File: src/rtl/register_rename_unit.sv
// Dual-issue register rename stage: register alias table plus a circular
// free list of physical registers, with registered rename outputs.
module register_rename_unit #(
  parameter int NUM_A_REGS = 32,
  parameter int NUM_P_REGS = 64
) (
  input  logic                          clk_i,
  input  logic                          rst_i,
  input  logic                          en_free_reg0_i,
  input  logic                          en_free_reg1_i,
  input  logic [$clog2(NUM_P_REGS)-1:0] free_reg0_i,
  input  logic [$clog2(NUM_P_REGS)-1:0] free_reg1_i,
  input  logic                          en_new_dest0_i,
  input  logic                          en_new_dest1_i,
  input  logic [$clog2(NUM_A_REGS)-1:0] assign_dest0_i,
  input  logic [$clog2(NUM_A_REGS)-1:0] assign_dest1_i,
  input  logic [$clog2(NUM_A_REGS)-1:0] get_src10_i,
  input  logic [$clog2(NUM_A_REGS)-1:0] get_src11_i,
  input  logic [$clog2(NUM_A_REGS)-1:0] get_src20_i,
  input  logic [$clog2(NUM_A_REGS)-1:0] get_src21_i,
  output logic [$clog2(NUM_P_REGS)-1:0] old_dest0_o,
  output logic [$clog2(NUM_P_REGS)-1:0] old_dest1_o,
  output logic [$clog2(NUM_P_REGS)-1:0] p_dest0_o,
  output logic [$clog2(NUM_P_REGS)-1:0] p_dest1_o,
  output logic [$clog2(NUM_P_REGS)-1:0] p_src10_o,
  output logic [$clog2(NUM_P_REGS)-1:0] p_src11_o,
  output logic [$clog2(NUM_P_REGS)-1:0] p_src20_o,
  output logic [$clog2(NUM_P_REGS)-1:0] p_src21_o,
  output logic                          no_pregs_left_o
);

  localparam int AW = $clog2(NUM_A_REGS);
  localparam int PW = $clog2(NUM_P_REGS);
  localparam int CW = $clog2(NUM_P_REGS + 1);
  localparam int NFREE = NUM_P_REGS - NUM_A_REGS;

  function automatic logic [PW-1:0] ptr_inc(input logic [PW-1:0] p);
    if (p == PW'(NUM_P_REGS - 1)) begin
      return '0;
    end
    return p + 1'b1;
  endfunction

  logic [PW-1:0] rat_q [NUM_A_REGS];
  logic [PW-1:0] fl_q  [NUM_P_REGS];
  logic [PW-1:0] head_q, head_d;
  logic [PW-1:0] tail_q, tail_d;
  logic [CW-1:0] count_q, count_d;

  logic [PW-1:0] old_dest0_q, old_dest0_d;
  logic [PW-1:0] old_dest1_q, old_dest1_d;
  logic [PW-1:0] p_dest0_q, p_dest0_d;
  logic [PW-1:0] p_dest1_q, p_dest1_d;
  logic [PW-1:0] p_src10_q, p_src10_d;
  logic [PW-1:0] p_src11_q, p_src11_d;
  logic [PW-1:0] p_src20_q, p_src20_d;
  logic [PW-1:0] p_src21_q, p_src21_d;

  logic          need0, need1;
  logic          alloc0, alloc1;
  logic          stall;
  logic [CW-1:0] nreq;
  logic [PW-1:0] head1;
  logic [PW-1:0] tail1;
  logic [PW-1:0] new0, new1;
  logic          acc0, acc1;
  logic          fwd11, fwd21;

  always_comb begin
    need0 = en_new_dest0_i && (assign_dest0_i != '0);
    need1 = en_new_dest1_i && (assign_dest1_i != '0);
    nreq  = CW'(need0) + CW'(need1);
    stall = nreq > count_q;
    alloc0 = need0 && !stall;
    alloc1 = need1 && !stall;
    head1 = ptr_inc(head_q);
    new0  = fl_q[head_q];
    new1  = alloc0 ? fl_q[head1] : fl_q[head_q];
  end

  // Slot 1 sources see slot 0's fresh mapping only when it really happens.
  always_comb begin
    fwd11 = alloc0 && (get_src11_i == assign_dest0_i);
    fwd21 = alloc0 && (get_src21_i == assign_dest0_i);
    p_src10_d = rat_q[get_src10_i];
    p_src20_d = rat_q[get_src20_i];
    p_src11_d = fwd11 ? new0 : rat_q[get_src11_i];
    p_src21_d = fwd21 ? new0 : rat_q[get_src21_i];
  end

  always_comb begin
    p_dest0_d   = '0;
    p_dest1_d   = '0;
    old_dest0_d = '0;
    old_dest1_d = '0;
    if (alloc0) begin
      p_dest0_d   = new0;
      old_dest0_d = rat_q[assign_dest0_i];
    end
    if (alloc1) begin
      p_dest1_d = new1;
      if (alloc0 && (assign_dest1_i == assign_dest0_i)) begin
        old_dest1_d = new0;
      end else begin
        old_dest1_d = rat_q[assign_dest1_i];
      end
    end
  end

  always_comb begin
    head_d = head_q;
    if (alloc0 && alloc1) begin
      head_d = ptr_inc(head1);
    end else if (alloc0 || alloc1) begin
      head_d = head1;
    end
  end

  // Capacity check uses the pre-edge count; pops this cycle do not make room.
  always_comb begin
    acc0 = en_free_reg0_i && (free_reg0_i != '0)
           && (count_q < CW'(NUM_P_REGS));
    acc1 = en_free_reg1_i && (free_reg1_i != '0)
           && ((count_q + CW'(acc0)) < CW'(NUM_P_REGS));
    tail1  = acc0 ? ptr_inc(tail_q) : tail_q;
    tail_d = acc1 ? ptr_inc(tail1) : tail1;
    count_d = count_q - CW'(alloc0) - CW'(alloc1)
              + CW'(acc0) + CW'(acc1);
  end

  always_ff @(posedge clk_i or posedge rst_i) begin
    if (rst_i) begin
      for (int i = 0; i < NUM_A_REGS; i++) begin
        rat_q[i] <= PW'(i);
      end
    end else begin
      if (alloc0) begin
        rat_q[assign_dest0_i] <= new0;
      end
      if (alloc1) begin
        rat_q[assign_dest1_i] <= new1;
      end
    end
  end

  always_ff @(posedge clk_i or posedge rst_i) begin
    if (rst_i) begin
      for (int i = 0; i < NUM_P_REGS; i++) begin
        fl_q[i] <= (i < NFREE) ? PW'(NUM_A_REGS + i) : '0;
      end
      head_q  <= '0;
      tail_q  <= PW'(NFREE);
      count_q <= CW'(NFREE);
    end else begin
      if (acc0) begin
        fl_q[tail_q] <= free_reg0_i;
      end
      if (acc1) begin
        fl_q[tail1] <= free_reg1_i;
      end
      head_q  <= head_d;
      tail_q  <= tail_d;
      count_q <= count_d;
    end
  end

  always_ff @(posedge clk_i or posedge rst_i) begin
    if (rst_i) begin
      old_dest0_q <= '0;
      old_dest1_q <= '0;
      p_dest0_q   <= '0;
      p_dest1_q   <= '0;
      p_src10_q   <= '0;
      p_src11_q   <= '0;
      p_src20_q   <= '0;
      p_src21_q   <= '0;
    end else begin
      old_dest0_q <= old_dest0_d;
      old_dest1_q <= old_dest1_d;
      p_dest0_q   <= p_dest0_d;
      p_dest1_q   <= p_dest1_d;
      p_src10_q   <= p_src10_d;
      p_src11_q   <= p_src11_d;
      p_src20_q   <= p_src20_d;
      p_src21_q   <= p_src21_d;
    end
  end

  assign old_dest0_o     = old_dest0_q;
  assign old_dest1_o     = old_dest1_q;
  assign p_dest0_o       = p_dest0_q;
  assign p_dest1_o       = p_dest1_q;
  assign p_src10_o       = p_src10_q;
  assign p_src11_o       = p_src11_q;
  assign p_src20_o       = p_src20_q;
  assign p_src21_o       = p_src21_q;
  assign no_pregs_left_o = (count_q == '0);

endmodule

File: config.mk
export PLATFORM = sky130hd
export DESIGN_NAME = register_rename_unit
export DESIGN_NICKNAME = d
export VERILOG_FILES = /design/src/rtl/register_rename_unit.sv
export SDC_FILE = /design/constraint.sdc
export NUM_CORES = 2
export LEC_CHECK = 0
export ABC_AREA = 0
export ABC_CLOCK_PERIOD_IN_PS = 63700
export CAP_MARGIN = 0
export CORE_ASPECT_RATIO = 2
export CORE_MARGIN = 2
export CORE_UTILIZATION = 50
export CTS_CLUSTER_SIZE = 12
export DETAILED_ROUTE_END_ITERATION = 8
export DONT_BUFFER_PORTS = 1
export PLACE_DENSITY = 0.67
export SETUP_SLACK_MARGIN = 0.1
export SYNTH_ARGS = -nofsm -noshare
export SYNTH_HDL_FRONTEND = slang
export SYNTH_SLANG_ARGS = --single-unit
File: constraint.sdc
create_clock -name clk_i -period 63.7 [get_ports clk_i]
set_input_delay 12.74 -clock clk_i [delete_from_list [all_inputs] [get_ports clk_i]]
set_output_delay 12.74 -clock clk_i [all_outputs]
set_load 0.02 [all_outputs]
# Word-level counts from Yosys, hierarchy flattened
# Index checks and enable logic that the tools add are counted.
# word_totals
regBits,643
out_inout_bits,49
ram_bits,0
word_cells,240
latch_bits,0
mem_bits_ro,0
input_bits,48
n_memories,0
# op_classes
bitwise_logic,10
n_addsub,10
shift,0
magnitude_cmp,17
eq_ne,7
n_div,0
n_mul,0
muxes,65
n_reduce_logical,24
# ops
op,count
384-bit bitwise mux,2
384-bit two-way mux,2
192-bit bitwise mux,2
192-bit two-way mux,2
6-bit two-way mux,40
6-bit binary-select mux with 5-bit select,6
6-bit binary-select mux with 6-bit select,2
6-bit demux with 6-bit select,2
6-bit demux with 5-bit select,2
6-bit >= comparator (second input constant),6
5-bit inverter with 6-bit output,6
7-bit >= comparator (second input constant),4
6-bit inverter with 7-bit output,4
6-bit by 1-bit adder with 6-bit output (second input constant),4
6-bit equality test (second input constant),4
7-bit by 1-bit adder with 7-bit output,3
1-bit logical AND,16
5-bit equality test,3
7-bit by 1-bit < comparator with 1-bit output (second input constant),2
7-bit < comparator (second input constant),2
7-bit by 1-bit subtractor with 7-bit output,2
6-bit by 1-bit < comparator with 1-bit output (second input constant),2
6-bit nonzero test,2
5-bit nonzero test,2
other kinds (7),11

# Longest topological paths before layout
# logic_depth
depth_word,11
ltp_mapped,28
mapped_depth_nobuf,23

# Worst setup path after synthesis
# OpenSTA, ideal clock, no wires.
# synth_timing
path_kind,input port to flip-flop
start,in assign_dest1_i[4]
end,reg count_q[5]
stages,23
t_required_ps,63625
setup_ps,75
n_path_buf,6
setup_slack_ps,45700
t_arrival_ps,17926
path_cell_list,buf_2 > or3_1 > clkbuf_1 > o31a_1 > ha_1 > inv_1 > ha_1 > and3_1 > nor3_1 > nor2_1 > inv_1 > clkbuf_1 > clkbuf_1 > clkbuf_1 > buf_1 > fa_1 > fa_1 > ha_1 > fa_1 > a21oi_1 > nor2_1 > nor2_1 > xor2_1
# synth_via
elab_chain_cells,10
elab_cells_between_ends,11
classes_between,add/sub: 5; order compare: 1; reduce/logical: 5
# synth_rtl
item,line,rtl
start: declaration,16,"input logic [$clog2(NUM_A_REGS)-1:0] assign_dest1_i,"
5-bit nonzero test (*),71,need1 = en_new_dest1_i && (assign_dest1_i != '0);
1-bit logical AND (*),71,
1-bit by 1-bit adder with 2-bit output,72,nreq = CW'(need0) + CW'(need1);
2-bit by 7-bit > comparator with 1-bit output,73,stall = nreq > count_q;
1-bit zero test,"74, 75",
1-bit logical AND,74,alloc0 = need0 && !stall;
7-bit by 1-bit subtractor with 7-bit output,127,count_d = count_q - CW'(alloc0) - CW'(alloc1)
7-bit by 1-bit subtractor with 7-bit output (*),127,
7-bit by 1-bit adder with 7-bit output (*) (2 in series),128,+ CW'(acc0) + CW'(acc1);
net count_d[5],48,"logic [CW-1:0] count_q, count_d;"
end signal: assignment,153,count_q <= CW'(NFREE);
end signal: assignment,163,count_q <= count_d;
end: declaration,48,
# Mark *: on every way through the listed nets, which the timed path passes. The rest lies on a longest branch.
# A chain may end at the register's enable or synchronous reset.

# Worst setup path in the final report
# Same ends and word-level chain as after synthesis.

==> out/results.tsv <==
stage	metric	value	unit
floorplan	floorplan row count	158	
worst_setup_path	maximum fanout along the worst path	30	
sta	part of the cycle the worst path needs	26.2	%
logic_synthesis	synthesized netlist cell count	4493	
final_layout	fillers	8226	
logic_synthesis	Syn Area/Cell	10.4	sq um
floorplan	area of the core region	92700	sq um
final_layout	Reg area	16300	sq um
clock_network	CTS buffer count	69	
drt	DRC viols	1	
power_and_ir_drop	Clk network pwr share	14.4	%
min_path	Hold Crit Class	flip-flop to flip-flop	
floorplan	Die Height	437	um
logic_synthesis	Synth top area share	24.0	%
clock_network	count of cells resized by post-cts repair	0	
worst_setup_path	category of the worst setup path capture point	flip-flop	
clock_network	CTS tree	yes	
sta	setup tns final	0	ns
final_layout	end-of-flow core utilization	53.4	%
worst_setup_path	WS Path Type	input pin to flip-flop	
sta	Worst-Margin Slew	1.50	ns
logic_synthesis	post-synth design cell area	46800	sq um
clock_network	clock input transition at the sequential cells of the worst setup and hold paths	0.07	ns
final_layout	area of combinational cells with multiple inputs	28300	sq um
logic_synthesis	Yosys warnings	0	
worst_setup_path	worst endpoint required time	64.32	ns
worst_setup_path	CP arrival	17.34	ns
worst_setup_path	Largest delay share family, worst path	adder cells	
drt	vias per cell	7.71	
logic_synthesis	sequential cell area fraction in the yosys report	34.9	%
grt	number of antenna violations at the first check in global routing	38	
worst_setup_path	cells along the critical path	or3_1 -> o31a_1 -> ha_1 -> inv_1 -> ha_1 -> and3_1 -> nor3_1 -> nor2_1 -> inv_2 -> fa_1 -> fa_1 -> ha_1 -> fa_1 -> a21oi_1 -> nor2_1 -> nor2_1 -> xor2_1	
grt	maximum number of pins on one net before global-route repair	159	
sta	number of hold violations in the final report	0	
sta	Worst slew margin	-0.582	%
logic_synthesis	most used flip-flop cell after synthesis	sky130_fd_sc_hd__dfrtp_1	
placed_design	Placer Congestion	1.12	
power_and_ir_drop	worst ir drop on vdd	0.0581	mV
grt	vias in the first global route	41537	
power_and_ir_drop	post-layout power	2.88	mW
worst_setup_path	startpoint type of the worst setup path	input pin	
floorplan	Die Span X	220	um
logic_synthesis	top cells by area in the synthesized netlist	sky130_fd_sc_hd__dfrtp_1, sky130_fd_sc_hd__mux4_2, sky130_fd_sc_hd__dfstp_2	
power_and_ir_drop	Leakage Power	20.3	nW
logic_synthesis	number of distinct standard cells referenced by the synthesized netlist	80	
floorplan	# IOs	97	
grt	GRT overflow	0	
run_status	failing checks	design-rule violations, max-capacitance violations, max-slew violations	
worst_setup_path	maximum single-stage delay on the critical path	0.54	ns
power_and_ir_drop	Comb pwr share	54.3	%
logic_synthesis	share of flip-flops with an asynchronous set or reset after synthesis	100	%
logic_synthesis	number of nets in the synthesized netlist	4565	
sta	setup repair after global routing missed its margin	false	
sta	count of final max-slew check failures	2	
clock_network	clock latency at the later pin of the worst-skew pair	0.70	ns
drt	total routed wirelength	218000	um
floorplan	die area	96300	sq um
worst_setup_path	Slowest-stage cell, CP	sky130_fd_sc_hd__fa_1	
power_and_ir_drop	power density cells	58.1	nW/um^2
clock_network	htree depth	3	
logic_synthesis	number of storage elements in the synthesis netlist	643	
sta	Min Clock Period, post-route	16.72	ns
run_status	outcome	finished with violations	
final_layout	Total Nets Final	4268	
power_and_ir_drop	power share of the sequential group	31.4	%
grt	Total Routing Usage GR	46.4	%
power_and_ir_drop	switching fraction of total power	50.7	%
clock_network	total setup buffers inserted after CTS	0	
grt	global-route wire length before repair	315000	um
flow_run	number of violations of the max-capacitance limit	5	
power_and_ir_drop	power dissipated by switching net loads	1.46	mW
clock_network	cell at the root of the clock tree	sky130_fd_sc_hd__clkbuf_16	
logic_synthesis	EDFF count, synth	0	
drt	number of nets still failing antenna checks after routing	0	
sta	timing-limited maximum frequency	0.0598	GHz
worst_setup_path	Bufs and invs on worst path	2	
floorplan	Starting Density	50.5	%
sta	clock tree skew after final layout	0.0407	ns
drt	count of routing violations after the opening detailed-route iteration	5766	
placed_design	input/output buffers	0	
logic_synthesis	cell taking the most area after synthesis	sky130_fd_sc_hd__dfrtp_1	
drt	detailed-route via count	42135	
drt	DR pass1 iterations	9	
final_layout	layout cell share with drive strength beyond 1	21.5	%
clock_network	Post-CTS Hold Buffers	0	
placed_design	Detail Placement HPWL	144000	um
power_and_ir_drop	Internal Power	1.42	mW
sta	# setup viols final	0	
clock_network	CTS Sinks	643	
clock_network	number of buffers between clock root and the deepest sink	3	
drt	Avg WL per Cell	39.9	um
final_layout	area delta synth->final	5.73	%
[per-stage QoR]
| stage | hold WS, ns | area (sq um) | std cells | worst slack [ns] |
|---|---|---|---|---|
| 2_1_floorplan | 0.497 | 46800 | 4493 | 33.27 |
| 3_3_place_gp | 0.456 | 47300 | 5323 | 46.39 |
| 3_5_place_dp | 0.469 | 47300 | 5323 | 46.33 |
| 4_1_cts | 0.484 | 49400 | 5447 | 47.05 |
| 5_1_grt | 0.516 | 49500 | 5452 | 46.70 |
| 6_report | 0.497 | 49500 | 5466 | 46.98 |
[kinds of logic (layout without fill, tap and decap cells)]
family | after synthesis | after routing | share of synthesized area (%)
AOI/OAI and AO/OA | 1017 | 1017 | 14.5
xor gates and xnor gates | 36 | 36 | 0.673
adders and majority gates | 24 | 24 | 0.689
buffers and inverters | 573 | 329 | 5.04
DFF | 643 | 643 | 34.9
muxes | 959 | 959 | 32.7
other | 0 | 17 | 0
and+or+nand+nor | 1241 | 1241 | 11.5
[power groups by stage]
stage / logic, mW / clock network, mW / registers, mW
2_1_floorplan: 0.978 / 0 / 0.763
3_3_place_gp: 1.42 / 0 / 0.877
5_1_grt: 1.58 / 0.430 / 0.914
3_5_place_dp: 1.43 / 0 / 0.888
4_1_cts: 1.44 / 0.414 / 0.883
6_report: 1.56 / 0.414 / 0.902
[registers in the layout, summed over array words and instances, names as in the netlist]
| register | flops |
|---|---|
| p_dest0_o | 6 |
| head_q | 6 |
| p_src10_o | 6 |
| p_src20_o | 6 |
| old_dest1_o | 6 |
| tail_q | 6 |
| count_q | 7 |
| p_src21_o | 6 |
| fl_q | 384 |
| p_dest1_o | 6 |
| p_src11_o | 6 |
| old_dest0_o | 6 |
| rat_q | 192 |
[area by class of cell]
| class | instances | share of cell area [%] |
|---|---|---|
| clock inverters | 11 | 0.192 |
| well taps | 1200 | 3.03 |
| repair buffers | 79 | 1.32 |
| inverters | 126 | 0.970 |
| clock buffers | 113 | 4.19 |
| diodes | 17 | 0.0859 |
| flip-flops and latches | 643 | 33.0 |
| multi-input cells | 3277 | 57.2 |
[Yosys cell counts, drive strengths merged, types with 9 or more instances]
cell    count
o22ai      76
nand2     471
nand2b     15
xor2       13
a22oi      24
nor2b      34
clkbuf    305
xnor2      23
or3        19
mux2i     467
or4        12
a211oi     45
a222oi     95
and3       13
a22o       17
nor4       37
a21oi     246
dfstp     194
o221ai     23
dfrtp     449
nor2      427
inv       123
o21ai     276
a31oi       9
mux4      453
nor3      104
mux2       39
a221oi    106
and2       13
nand3      62
buf       142
ha         21
o31ai      19
[worst reg2reg max path, stage by stage (launching register included)]
cell                        delay, ns
sky130_fd_sc_hd__dfrtp_4         0.85
sky130_fd_sc_hd__buf_4           0.80
sky130_fd_sc_hd__clkinv_1        0.67
sky130_fd_sc_hd__ha_4            0.84
sky130_fd_sc_hd__buf_4           0.55
sky130_fd_sc_hd__buf_4           0.59
sky130_fd_sc_hd__nand2_1         0.37
sky130_fd_sc_hd__o32ai_1         0.21
sky130_fd_sc_hd__nor3_1          0.09
sky130_fd_sc_hd__a211oi_1        1.16
sky130_fd_sc_hd__a2111oi_0       0.42
sky130_fd_sc_hd__nand4_1         0.24
sky130_fd_sc_hd__buf_4           0.55
sky130_fd_sc_hd__a221oi_1        0.23
[path summary, 6_finish.rpt]
path | start | to | slack, ns | cells after the start
max | assign_dest1_i[4] | count_q[5] | 46.98 | 17
min reg2reg | rat_q[191] | rat_q[191] | 0.50 | 0
min in group asynchronous | rst_i | fl_q[187] | 12.03 | 1
max in group asynchronous | rst_i | fl_q[84] | 48.44 | 4
max reg2reg | head_q[0] | rat_q[63] | 55.93 | 13
min | rat_q[191] | rat_q[191] | 0.50 | 0
[cell usage in the layout (no fill, tap or decap), types with 19 or more instances in the layout]
master and count:
sky130_fd_sc_hd__a211oi_1 45, sky130_fd_sc_hd__a21oi_1 244, sky130_fd_sc_hd__a221oi_1 106, sky130_fd_sc_hd__a222oi_1 95, sky130_fd_sc_hd__a22oi_1 23, sky130_fd_sc_hd__buf_4 74
sky130_fd_sc_hd__clkbuf_1 30, sky130_fd_sc_hd__clkbuf_16 74, sky130_fd_sc_hd__dfrtp_1 447, sky130_fd_sc_hd__dfstp_2 194, sky130_fd_sc_hd__ha_1 20, sky130_fd_sc_hd__inv_1 116
sky130_fd_sc_hd__mux2_2 39, sky130_fd_sc_hd__mux2i_1 467, sky130_fd_sc_hd__mux4_2 453, sky130_fd_sc_hd__nand2_1 470, sky130_fd_sc_hd__nand3_1 61, sky130_fd_sc_hd__nor2_1 425
sky130_fd_sc_hd__nor2b_1 32, sky130_fd_sc_hd__nor3_1 98, sky130_fd_sc_hd__nor4_1 28, sky130_fd_sc_hd__o21ai_0 270, sky130_fd_sc_hd__o221ai_1 23, sky130_fd_sc_hd__o22ai_1 76
sky130_fd_sc_hd__o31ai_1 19, sky130_fd_sc_hd__or3_1 19, sky130_fd_sc_hd__xnor2_1 23
[metal layers]
| metal | vias up | track usage [%] | part of all wire, % |
|---|---|---|---|
| met4 | 38 | 47.5 | 14 |
| met5 | - | 0.938 | 0.15 |
| li1 | 16611 | - | - |
| met1 | 20715 | 44.1 | 28 |
| met3 | 1441 | 20.5 | 12 |
| met2 | 3330 | 71.4 | 46 |
Power figures use the tool's default switching activity.
